## config.mk

```make
export PLATFORM = sky130hd
export DESIGN_NAME = keypad_emu
export DESIGN_NICKNAME = d
export VERILOG_FILES = /design/src/rtl/keypad_emu.sv
export SDC_FILE = /design/constraint.sdc
export NUM_CORES = 1
export LEC_CHECK = 0
export BUFFER_PORTS_ARGS = -buffer_cell sky130_fd_sc_hd__buf_2
export CAP_MARGIN = 25
export CORE_ASPECT_RATIO = 0.7
export CORE_UTILIZATION = 36
export CTS_CLUSTER_DIAMETER = 40
export DETAILED_ROUTE_END_ITERATION = 8
export PLACE_DENSITY = 0.5
export SLEW_MARGIN = 20
export SYNTH_ARGS = -nofsm -noshare
export SYNTH_HDL_FRONTEND = slang
export SYNTH_SLANG_ARGS = --single-unit
```

## constraint.sdc

```tcl
create_clock -name clk -period 5.6 [get_ports clk]
set_input_delay 0.28 -clock clk [delete_from_list [all_inputs] [get_ports clk]]
set_output_delay 0.28 -clock clk [all_outputs]
set_load 0.1 [all_outputs]
```

## src/rtl/keypad_emu.sv

```systemverilog
// Keypad press emulator: closes one row/column contact of a 4x4 matrix
// with contact chatter at press and release, timed in prescaled ticks.
// Ports: clk, rst (sync, active-high)
//   cmd_valid/cmd_ready/cmd_key/cmd_hold : press command handshake
//   abort : cancel press in progress
//   col (in, active-low scan) -> row (out, active-low sense)
//   busy : not idle, done : one-cycle completion pulse
module keypad_emu #(
  parameter int TICK_DIV     = 50000,
  parameter int BOUNCE_TICKS = 5
) (
  input  logic        clk,
  input  logic        rst,
  input  logic        cmd_valid,
  input  logic [3:0]  cmd_key,
  input  logic [15:0] cmd_hold,
  output logic        cmd_ready,
  input  logic        abort,
  input  logic [3:0]  col,
  output logic [3:0]  row,
  output logic        busy,
  output logic        done
);

  localparam int PSW = $clog2(TICK_DIV);
  localparam int PHW =
    (BOUNCE_TICKS > 1) ? $clog2(BOUNCE_TICKS) : 1;
  localparam int PH_LAST_I =
    (BOUNCE_TICKS > 0) ? BOUNCE_TICKS - 1 : 0;
  localparam logic [PSW-1:0] PS_LAST = PSW'(TICK_DIV - 1);
  localparam logic [PHW-1:0] PH_LAST = PHW'(PH_LAST_I);
  localparam bit NO_BOUNCE = (BOUNCE_TICKS == 0);

  typedef enum logic [2:0] {
    IDLE,
    BOUNCE_IN,
    HOLD,
    BOUNCE_OUT,
    DONE
  } state_t;

  state_t          state, state_n;
  logic            contact, contact_n;
  logic [PSW-1:0]  presc, presc_n;
  logic [PHW-1:0]  phase, phase_n;
  logic [15:0]     hold_cnt, hold_cnt_n;
  logic [15:0]     hold_lat, hold_lat_n;
  logic [3:0]      key, key_n;
  logic            tick;

  assign tick = (presc == PS_LAST);

  always_ff @(posedge clk) begin
    if (rst) begin
      state    <= IDLE;
      contact  <= 1'b0;
      presc    <= '0;
      phase    <= '0;
      hold_cnt <= '0;
      hold_lat <= '0;
      key      <= '0;
    end else begin
      state    <= state_n;
      contact  <= contact_n;
      presc    <= presc_n;
      phase    <= phase_n;
      hold_cnt <= hold_cnt_n;
      hold_lat <= hold_lat_n;
      key      <= key_n;
    end
  end

  always_comb begin
    state_n    = state;
    contact_n  = contact;
    phase_n    = phase;
    hold_cnt_n = hold_cnt;
    hold_lat_n = hold_lat;
    key_n      = key;
    // prescaler runs only while a press is active
    if (state == IDLE) begin
      presc_n = '0;
    end else if (tick) begin
      presc_n = '0;
    end else begin
      presc_n = presc + 1'b1;
    end

    case (state)
      IDLE: begin
        if (cmd_valid) begin
          key_n      = cmd_key;
          hold_lat_n = (cmd_hold == 16'd0) ? 16'd1 : cmd_hold;
          presc_n    = '0;
          phase_n    = '0;
          hold_cnt_n = '0;
          contact_n  = 1'b1;
          state_n    = NO_BOUNCE ? HOLD : BOUNCE_IN;
        end
      end
      BOUNCE_IN: begin
        if (tick) begin
          if (phase == PH_LAST) begin
            contact_n  = 1'b1;
            phase_n    = '0;
            hold_cnt_n = '0;
            state_n    = HOLD;
          end else begin
            contact_n = ~contact;
            phase_n   = phase + 1'b1;
          end
        end
      end
      HOLD: begin
        contact_n = 1'b1;
        if (tick) begin
          // hold_lat is never 0, so the minus one cannot underflow
          if (hold_cnt == hold_lat - 16'd1) begin
            contact_n = 1'b0;
            phase_n   = '0;
            state_n   = NO_BOUNCE ? DONE : BOUNCE_OUT;
          end else begin
            hold_cnt_n = hold_cnt + 16'd1;
          end
        end
      end
      BOUNCE_OUT: begin
        if (tick) begin
          if (phase == PH_LAST) begin
            contact_n = 1'b0;
            phase_n   = '0;
            state_n   = DONE;
          end else begin
            contact_n = ~contact;
            phase_n   = phase + 1'b1;
          end
        end
      end
      DONE: begin
        contact_n = 1'b0;
        state_n   = IDLE;
      end
      default: begin
        contact_n = 1'b0;
        state_n   = IDLE;
      end
    endcase

    // done is decoded from state, so aborting in DONE keeps its pulse
    if (abort && (state != IDLE)) begin
      state_n   = IDLE;
      contact_n = 1'b0;
      presc_n   = '0;
    end
  end

  assign cmd_ready = (state == IDLE);
  assign busy      = (state != IDLE);
  assign done      = (state == DONE);

  // only the latched row/column pair is sensed
  always_comb begin
    row = 4'hF;
    if (contact && !col[key[1:0]]) begin
      row[key[3:2]] = 1'b0;
    end
  end

endmodule
```

==> run summary, run 1 <==
PnR Total Power -> 1.19 mW
Sequential share of power -> 38.4%
Total global-route track usage -> 18.6%
Share of post-route cells with drive strength above 1 -> 14.0%
FP Rows -> 29
Final clock period utilization by the worst path -> 53.1%
Residual DRC -> 0
Routed WL per cell -> 14.3 um
Maximum vdd ir drop -> 0.144 mV
Worst rel slew slack -> 36.0%
Initial antenna violation count -> 0
Initial Utilization -> 37.1%
Die Wd -> 118 um
Utilization after layout -> 43.3%
Maximum achievable frequency -> 336 MHz
Reported max-cap violation count -> 0
Number of warnings printed during yosys synthesis -> 0
Total wire length -> 8340 um
Maximum clock insertion buffer count -> 2
Syn Inst Count -> 428
Final number of setup-violating endpoints -> 0
Resize count post-CTS -> 0
Worst Setup Path Type -> register to register
Internal power -> 0.854 mW
DR vias -> 3022
Vertical extent of the die -> 82.9 um
Share of total power consumed by net switching -> 28.0%
TritonCTS clock tree -> built
Via count of the first global-routing pass -> 2798
Cells on worst reg2reg path -> 8
Post-synthesis net count -> 461
Vias per cell -> 5.19
Cts-stage hold buffer count -> 0
First-pass GRT wire length -> 14300 um
Pin count of the biggest net entering global routing -> 29
Count of routing violations after the opening detailed-route iteration -> 167
Arrival time reported for the critical path endpoint -> 3230 ps
Number of enable flip-flop cells after synthesis -> 0
Status -> completed
Total iterations of the first detailed-routing run -> 4
Leakage power -> 1.40 nW
Worst clock skew -> 7.08 ps
Share of power burned in the clock network -> 47.6%
Source-to-sink clock delay at the later pin of the worst-skew pair -> 330 ps
Cell area after synthesis -> 3360 sq um
Min Clock Period, post-route -> 2980 ps
Most common cell after layout, fill and taps aside -> sky130_fd_sc_hd__nand2_1
Die Footprint -> 9740 sq um
Post-synthesis to final-layout area growth -> 16.7%
Most used cells in the layout excluding fill and tap cells -> 73 x sky130_fd_sc_hd__nand2_1, 59 x sky130_fd_sc_hd__dfxtp_1, 44 x sky130_fd_sc_hd__nor2_1
Combinational cell fraction of total power -> 14.0%
Slew Viols, Final -> 0
Async set or reset register ratio after synthesis -> 0%
Number of sinks driven by the clock tree -> 59
Kind of end point of the critical path -> register
Cell Pwr Density -> 302 nW/um^2
Number of hold violations in the final report -> 0
HPWL after detailed placement -> 6100 um
Tightest hold margin -> 182 ps
Number of distinct library cells after synthesis -> 58
Final ANT Viol Nets -> 0
Cell at the root of the clock tree -> sky130_fd_sc_hd__clkbuf_16
Critical path data required time -> 5860 ps
Worst Path Max Fanout -> 16
Setup fix buffers added after clock tree synthesis -> 0
Post-synthesis sequential element count -> 59
Layout net count -> 486
Startpoint class of the critical path -> register
Tightest Pin Transition -> 960 ps
Setup TNS after final layout -> 0 ps
Boundary Pins -> 35
Leftover overflow at the end of global routing -> 0
H-tree depth -> 3
Hold Crit Depth -> 3
Setup repair after global routing missed its margin -> false
Mean area per synthesized cell -> 7.86 sq um
Type of the worst min-delay path -> input port to register
Worst-path clk slew -> 60 ps
Share of synthesized area occupied by flip-flops and latches -> 35.1%
Most used DFF post-synth -> sky130_fd_sc_hd__dfxtp_1
Core area -> 9070 sq um
Clock buffer count from CTS -> 9
Switch Pwr -> 0.332 mW
Number of antenna cells inserted -> 0
Final weighted congestion in routability-driven placement -> 0.900
Count of port buffers added during placement -> 34
metal layers:
layer	up-vias	routed length, um	global-route usage (%)
li1	1571	-	-
met1	1405	4830	28.0
met2	38	3190	24.8
met3	8	250	5.15
met4	0	67	6.53
met5	-	0	0
sequential cells by signal (all words and copies together) (netlist names):
signal and count:
contact 1, key 4, state 3, presc 16, phase 3, hold_lat 16
hold_cnt 16
cells in the mapped netlist, drive strengths merged, types with 9 or more instances:
cell	number	share of area [%]
inv	10	1.1
dfxtp	59	35
nor3	9	1.3
nand2	73	8.2
xnor2	23	6.0
nand4	9	1.7
a21oi	39	5.9
clkbuf	17	1.9
o21ai	9	1.3
xor2	11	2.9
nand3	20	3.0
a31oi	9	1.7
nor2	44	4.9
area by class of cell:
cell class	instances	area, sq um
fill	946	5150
tap	124	155
clock inverter	6	71.3
inverter	10	37.5
sequential	59	1180
multi-input combinational	338	2060
clock buffer	10	239
timing repair buffer	35	181
stage by stage:
step	std cells	instance area, sq um	setup WS, ps
finish	582	3930	2620
CTS	581	3910	2480
global placement	565	3600	2570
floorplan	428	3360	2420
global route	582	3930	2390
detailed placement	565	3600	2510
power by group through the flow:
stage	clock (mW)	sequential, mW	combinational, mW
after floorplan	0	0.454	0.133
after global placement	0	0.463	0.164
after detailed placement	0	0.464	0.164
after CTS	0.585	0.455	0.165
after global routing	0.606	0.457	0.185
final	0.565	0.455	0.166
kinds of logic (layout without fill, tap and decap cells):
family	Yosys count	after routing	share of synthesized area, %
DFF	59	59	35.1
buffers and inverters	31	61	3.94
AOI/OAI and AO/OA	90	90	17.8
adders and majority gates	5	5	1.86
and+or+nand+nor	205	205	30.9
xor gates and xnor gates	34	34	8.86
muxes	4	4	1.56
final timing paths:
check | slack (ps) | end | startpoint
setup / recovery | 2620 | hold_cnt[12] | hold_lat[2]
hold reg to reg | 450 | presc[0] | presc[0]
setup reg to reg | 2620 | hold_cnt[12] | hold_lat[2]
hold / removal | 180 | key[1] | cmd_key[1]
worst max-delay path, cell delays in order, from the launching register on:
cell,delay (ps)
sky130_fd_sc_hd__dfxtp_1,400
sky130_fd_sc_hd__nor4_4,530
sky130_fd_sc_hd__nand4_1,220
sky130_fd_sc_hd__or3_1,450
sky130_fd_sc_hd__a2111oi_4,570
sky130_fd_sc_hd__a21oi_2,220
sky130_fd_sc_hd__buf_6,210
sky130_fd_sc_hd__a31o_2,210
sky130_fd_sc_hd__a21oi_1,110
No activity file was read; power rests on OpenSTA's default activity.
==> run 2, diff against run 1 <==
Clock period 5.6 ns to 3 ns, I/O delays scaled along.
==> run 2 against run 1 <==
  * Clock skew fell by 3.6 ps
  * Core utilization is 1.3 points higher
  * Sequential power up 85%
  * Largest power group unchanged
  * Highest routed layer unchanged
==> run summary, run 2 (same netlist as run 1, synthesis figures left out) <==
Boundary Pins -> 35 (unchanged)
Core area -> 9070 sq um (unchanged)
First-pass GRT wire length -> 14700 um (was 14300 um)
Min Clock Period, post-route -> 2770 ps (was 2980 ps)
Maximum achievable frequency -> 361 MHz (was 336 MHz)
Vertical extent of the die -> 82.9 um (unchanged)
HPWL after detailed placement -> 6400 um (was 6100 um)
Worst setup startpoint -> hold_lat[3] (was hold_lat[2])
Longest individual stage delay on the worst path -> 570 ps (about the same)
FP Rows -> 29 (unchanged)
Initial antenna violation count -> 0 (unchanged)
Dominant cell type by count on the critical path -> sky130_fd_sc_hd__nor3_1
Residual DRC -> 0 (unchanged)
Worst Setup Path Type -> register to register (unchanged)
Final ANT Viol Nets -> 0 (unchanged)
Initial Utilization -> 37.1% (unchanged)
Die Wd -> 118 um (unchanged)
Final clock period utilization by the worst path -> 92.4% (was 53.1%)
Startpoint class of the critical path -> register (unchanged)
Reported max-cap violation count -> 0 (unchanged)
Maximum vdd ir drop -> 0.327 mV (was 0.144 mV)
Busiest metal layer after global routing -> met1 (unchanged)
Worst rel slew slack -> 50.9% (was 36.0%)
Final weighted congestion in routability-driven placement -> 0.801 (was 0.900)
Leakage power -> 1.47 nW (was 1.40 nW)
H-tree depth -> 3 (unchanged)
Most common cell after layout, fill and taps aside -> sky130_fd_sc_hd__nand2_1 (unchanged)
Worst Path Max Fanout -> 6 (was 16)
Crit path max-delay cell type -> sky130_fd_sc_hd__or4_4 (was sky130_fd_sc_hd__a2111oi_4)
Number of antenna cells inserted -> 0 (unchanged)
Post-synthesis to final-layout area growth -> 20.4% (was 16.7%)
DR vias -> 3054 (was 3022)
Source-to-sink clock delay at the later pin of the worst-skew pair -> 330 ps (about the same)
TritonCTS clock tree -> built (unchanged)
Total iterations of the first detailed-routing run -> 5 (was 4)
Total wire length -> 8510 um (was 8340 um)
Layout net count -> 499 (was 486)
Worst R2R Setup Slack -> 230 ps (was 2620 ps)
Routed WL per cell -> 14.3 um (about the same)
Setup TNS after final layout -> 0 ps (unchanged)
Count of routing violations after the opening detailed-route iteration -> 121 (was 167)
Worst-path clk slew -> 50 ps (was 60 ps)
Via count of the first global-routing pass -> 2886 (was 2798)
Grt met3 use -> 4.74% (was 5.15%)
Pin count of the biggest net entering global routing -> 29 (unchanged)
Number of sinks driven by the clock tree -> 59 (unchanged)
Critical register-to-register path startpoint -> hold_lat[3] (was hold_lat[2])
Clock buffer count from CTS -> 9 (unchanged)
Utilization after layout -> 44.6% (was 43.3%)
Most used cells in the layout excluding fill and tap cells -> 73 x sky130_fd_sc_hd__nand2_1, 59 x sky130_fd_sc_hd__dfxtp_1, 44 x sky130_fd_sc_hd__nor2_1 (unchanged)
Final number of setup-violating endpoints -> 0 (unchanged)
Slew Viols, Final -> 0 (unchanged)
Number of hold violations in the final report -> 0 (unchanged)
Met1 routing resource usage after global routing -> 29.0% (was 28.0%)
Share of post-route cells with drive strength above 1 -> 16.6% (was 14.0%)
Vias per cell -> 5.13 (was 5.19)
Kind of end point of the critical path -> register (unchanged)
Largest registers ranked by flip-flop count -> hold_cnt x16, hold_lat x16, presc x16 (unchanged)
Type of the worst min-delay path -> input port to register (unchanged)
Cell Pwr Density -> 556 nW/um^2 (was 302 nW/um^2)
Leftover overflow at the end of global routing -> 0 (unchanged)
Die Footprint -> 9740 sq um (unchanged)
Critical path data required time -> 3190 ps (was 5860 ps)
Hold path startpoint -> cmd_key[3] (was cmd_key[1])
Setup repair after global routing missed its margin -> false (unchanged)
Worst clock skew -> 3.46 ps (was 7.08 ps)
Routing usage on met2 -> 25.3% (was 24.8%)
Cells traversed along the worst timing path -> or4_4 > or4_1 > o311ai_1 > a31oi_1 > nor3_1 > a31oi_1 > nor3_1 > nor3_1 (was nor4_4 > nand4_1 > or3_1 > a2111oi_4 > a21oi_2 > buf_6 > a31o_2 > a21oi_1)
Tightest Pin Transition -> 736 ps (was 960 ps)
Count of port buffers added during placement -> 34 (unchanged)
Maximum clock insertion buffer count -> 2 (unchanged)
Arrival time reported for the critical path endpoint -> 2960 ps (was 3230 ps)
Cell at the root of the clock tree -> sky130_fd_sc_hd__clkbuf_16 (unchanged)
Status -> completed (unchanged)
Cts-stage hold buffer count -> 0 (unchanged)
Total global-route track usage -> 18.9% (was 18.6%)
[run 2: metal layers]
metal	wire length (um)	part of all wire, %
met2	3250	38
met5	0	0
met3	382	4.5
met1	4790	56
met4	85	1.0
[run 2: power by group]
part	total (mW)	internal [mW]	switching [mW]	leakage, nW
logic	0.344	0.131	0.212	0.847
clock network	1.06	0.710	0.353	0.148
registers	0.841	0.809	0.0324	0.479
[run 2: final timing paths]
kind,endpoint,depth (start not counted)
max reg2reg,phase[2],8
min reg2reg,presc[0],1
min,key[3],3
max,phase[2],8
[run 2: what timing repair did]
item | CTS | global route
endpoints found under the setup margin | 0 | 14
gates resized for setup | 0 | 4
setup buffers | 0 | 1
[run 2: stage by stage]
| step | total power, mW | cell area [sq um] | hold slack (ps) | worst slack (ps) | cells |
|---|---|---|---|---|---|
| 6_report | 2.25 | 4050 | 57.0 | 228 | 595 |
| 3_3_place_gp | 1.19 | 3700 | 391 | 71.5 | 578 |
| 2_1_floorplan | 1.10 | 3370 | 286 | 91.3 | 428 |
| 4_1_cts | 2.27 | 4020 | 42.9 | 42.3 | 594 |
| 5_1_grt | 2.36 | 4050 | 59.1 | 4.44 | 595 |
| 3_5_place_dp | 1.19 | 3700 | 399 | 45.8 | 578 |
[run 2: cell type report]
type	count	area, sq um
Clock buffer	13	270
Clock inverter	3	45.0
Fill cell	922	5020
Inverter	10	37.5
Multi-Input combinational cell	338	2080
Sequential cell	59	1180
Tap cell	124	155
Timing Repair Buffer	48	275
[run 2: worst max-delay path, delay by kind of cell, from the launching register on]
kind	cells	cell delay, ps
simple gates	5	1810
flops	1	380
compound gates	3	440
==> run 3, diff against run 2 <==
Settings changed: CORE_MARGIN from default to 2.
==> run 3 against run 2 <==
  * Register-to-register slack hardly changed
  * Sequential share of layout area hardly changed
  * Maximum frequency is 0.16% lower
  * Cell area is 0.15% higher
  * Clock power hardly changed
  * Cell count stayed put
  * Combinational power hardly changed
  * Sequential cell count stayed put
  * Sequential power hardly changed
  * Wire length is 0.61% higher
  * Largest power group unchanged
  * Die area is 4.2% higher
==> run summary, run 3 (same netlist as run 1, synthesis figures left out) <==
Worst Path Max Fanout -> 10 (was 6)
Setup fix buffers added after clock tree synthesis -> 0 (unchanged)
DR vias -> 3120 (was 3054)
Crit path max-delay cell type -> sky130_fd_sc_hd__a2111oi_4 (was sky130_fd_sc_hd__or4_4)
Leftover overflow at the end of global routing -> 0 (unchanged)
Maximum achievable frequency -> 360 MHz (was 361 MHz)
Largest registers ranked by flip-flop count -> hold_cnt x16, hold_lat x16, presc x16 (unchanged)
Final clock period utilization by the worst path -> 92.5% (was 92.4%)
Routed WL per cell -> 14.4 um (was 14.3 um)
Total global-route track usage -> 18.5% (was 18.9%)
Combinational cell fraction of total power -> 15.4% (was 15.3%)
Share of power burned in the clock network -> 46.8% (was 47.3%)
Longest individual stage delay on the worst path -> 490 ps (was 570 ps)
Final weighted congestion in routability-driven placement -> 0.824 (was 0.801)
Via count of the first global-routing pass -> 2965 (was 2886)
Clock buffer count from CTS -> 9 (unchanged)
Min Clock Period, post-route -> 2780 ps (was 2770 ps)
Setup TNS after final layout -> 0 ps (unchanged)
FP Rows -> 29 (unchanged)
Die Wd -> 120 um (was 118 um)
Initial antenna violation count -> 0 (unchanged)
Core area -> 9070 sq um (unchanged)
Switch Pwr -> 0.598 mW (about the same)
Critical path buffers and inverters -> 2 (was 0)
Number of sinks driven by the clock tree -> 59 (unchanged)
Dominant cell type by count on the critical path -> sky130_fd_sc_hd__nor3_1 (unchanged)
First-pass GRT wire length -> 14600 um (was 14700 um)
Kind of cell adding the most delay to the critical path -> simple AND/OR/NAND/NOR gates (unchanged)
Post-synthesis to final-layout area growth -> 20.5% (was 20.4%)
Arrival time reported for the critical path endpoint -> 2970 ps (was 2960 ps)
Initial Utilization -> 37.1% (unchanged)
Reported max-cap violation count -> 0 (unchanged)
Tightest hold margin -> 57.7 ps (was 57.0 ps)
Die Footprint -> 10100 sq um (was 9740 sq um)
Startpoint class of the critical path -> register (unchanged)
Final ANT Viol Nets -> 0 (unchanged)
HPWL after detailed placement -> 6470 um (was 6400 um)
Vertical extent of the die -> 84.9 um (was 82.9 um)
Type of the worst min-delay path -> input port to register (unchanged)
Share of post-route cells with drive strength above 1 -> 17.0% (was 16.6%)
Internal power -> 1.63 mW (was 1.65 mW)
Cell Pwr Density -> 549 nW/um^2 (was 556 nW/um^2)
Total iterations of the first detailed-routing run -> 4 (was 5)
Leakage power -> 1.48 nW (was 1.47 nW)
Number of antenna cells inserted -> 0 (unchanged)
Residual DRC -> 0 (unchanged)
Maximum vdd ir drop -> 0.288 mV (was 0.327 mV)
Cells traversed along the worst timing path -> inv_1 > ha_1 > nand4_1 > or3_1 > a2111oi_4 > buf_4 > a31oi_1 > nor3_1 > nor3_1 (was or4_4 > or4_1 > o311ai_1 > a31oi_1 > nor3_1 > a31oi_1 > nor3_1 > nor3_1)
Source-to-sink clock delay at the later pin of the worst-skew pair -> 330 ps (about the same)
PnR Total Power -> 2.23 mW (was 2.25 mW)
Pin count of the biggest net entering global routing -> 29 (unchanged)
Boundary Pins -> 35 (unchanged)
Worst clock skew -> 7.31 ps (was 3.46 ps)
Number of hold violations in the final report -> 0 (unchanged)
Most common cell after layout, fill and taps aside -> sky130_fd_sc_hd__nand2_1 (unchanged)
Worst rel slew slack -> 61.4% (was 50.9%)
TritonCTS clock tree -> built (unchanged)
Total wire length -> 8560 um (was 8510 um)
Status -> completed (unchanged)
Tightest Pin Transition -> 564 ps (was 736 ps)
Kind of end point of the critical path -> register (unchanged)
Sequential share of power -> 37.8% (was 37.4%)
Final number of setup-violating endpoints -> 0 (unchanged)
Critical path data required time -> 3190 ps (about the same)
Slew Viols, Final -> 0 (unchanged)
Setup repair after global routing missed its margin -> false (unchanged)
Count of port buffers added during placement -> 34 (unchanged)
Most used cells in the layout excluding fill and tap cells -> 73 x sky130_fd_sc_hd__nand2_1, 59 x sky130_fd_sc_hd__dfxtp_1, 44 x sky130_fd_sc_hd__nor2_1 (unchanged)
H-tree depth -> 3 (unchanged)
Worst Setup Path Type -> register to register (unchanged)
Worst-path clk slew -> 50 ps (about the same)
Maximum clock insertion buffer count -> 2 (unchanged)
Cell at the root of the clock tree -> sky130_fd_sc_hd__clkbuf_16 (unchanged)
Layout net count -> 499 (unchanged)
Count of routing violations after the opening detailed-route iteration -> 150 (was 121)
Vias per cell -> 5.24 (was 5.13)
Share of total power consumed by net switching -> 26.9% (was 26.6%)
-- run 3: cell count changes in the layout (fill, tap and decap cells not counted) --
cell and delta:
sky130_fd_sc_hd__a2111oi_2 +1, sky130_fd_sc_hd__clkbuf_8 -1, sky130_fd_sc_hd__a21oi_2 +1, sky130_fd_sc_hd__nor3_2 +1
sky130_fd_sc_hd__a2111oi_0 -1, sky130_fd_sc_hd__a21oi_1 -1, sky130_fd_sc_hd__clkinvlp_4 -1, sky130_fd_sc_hd__nor3_1 -1
sky130_fd_sc_hd__clkinv_4 +1, sky130_fd_sc_hd__clkbuf_1 +1
-- run 3: power by group through the flow --
stage / clock, mW / combinational [mW] / sequential, mW
after floorplan: 0 / 0.249 / 0.847
after global placement: 0 / 0.332 / 0.855
after detailed placement: 0 / 0.331 / 0.855
after CTS: 1.07 / 0.333 / 0.838
after global routing: 1.11 / 0.383 / 0.844
final: 1.04 / 0.343 / 0.841
-- run 3: repair_timing --
item	CTS	global route
setup endpoints to repair	0	17
hold buffers	0	0
gates resized for setup	0	8
-- run 3: final cells by class --
type / count / area (sq um)
clock buffers: 13 / 260
flip-flops and latches: 59 / 1180
clock inverters: 3 / 46.3
well taps: 124 / 155
fillers: 949 / 5020
multi-input cells: 338 / 2100
repair buffers: 48 / 275
inverters: 10 / 37.5
-- run 3: layer usage --
layer  track usage [%]  wire length (um)
met3              4.84               372
met1              26.9              4730
met2              26.2              3320
met4              6.74               131
met5                 0                 0
-- run 3: path summary, 6_finish.rpt --
check / start / endpoint / slack [ps] / cells after the start
setup reg to reg: hold_lat[0] / phase[2] / 220 / 9
hold / removal: cmd_key[3] / key[3] / 60 / 3
setup / recovery: hold_lat[0] / phase[2] / 220 / 9
hold reg to reg: presc[0] / presc[0] / 450 / 1
-- run 3: metrics by stage --
step                      worst slack, ps  cells  cell area [sq um]  util [%]
final                                 224    595               4050      44.7
after global routing                 5.27    595               4050      44.7
after CTS                            8.73    595               4010      44.2
after floorplan                      91.3    428               3370         -
after global placement                120    579               3710      40.9
after detailed placement             38.9    579               3710      40.9
-- run 3: tightest hold or removal path, cell delays in order --
cell and delay (ps):
sky130_fd_sc_hd__buf_2 100, sky130_fd_sc_hd__nand2_1 40, sky130_fd_sc_hd__a21oi_1 50
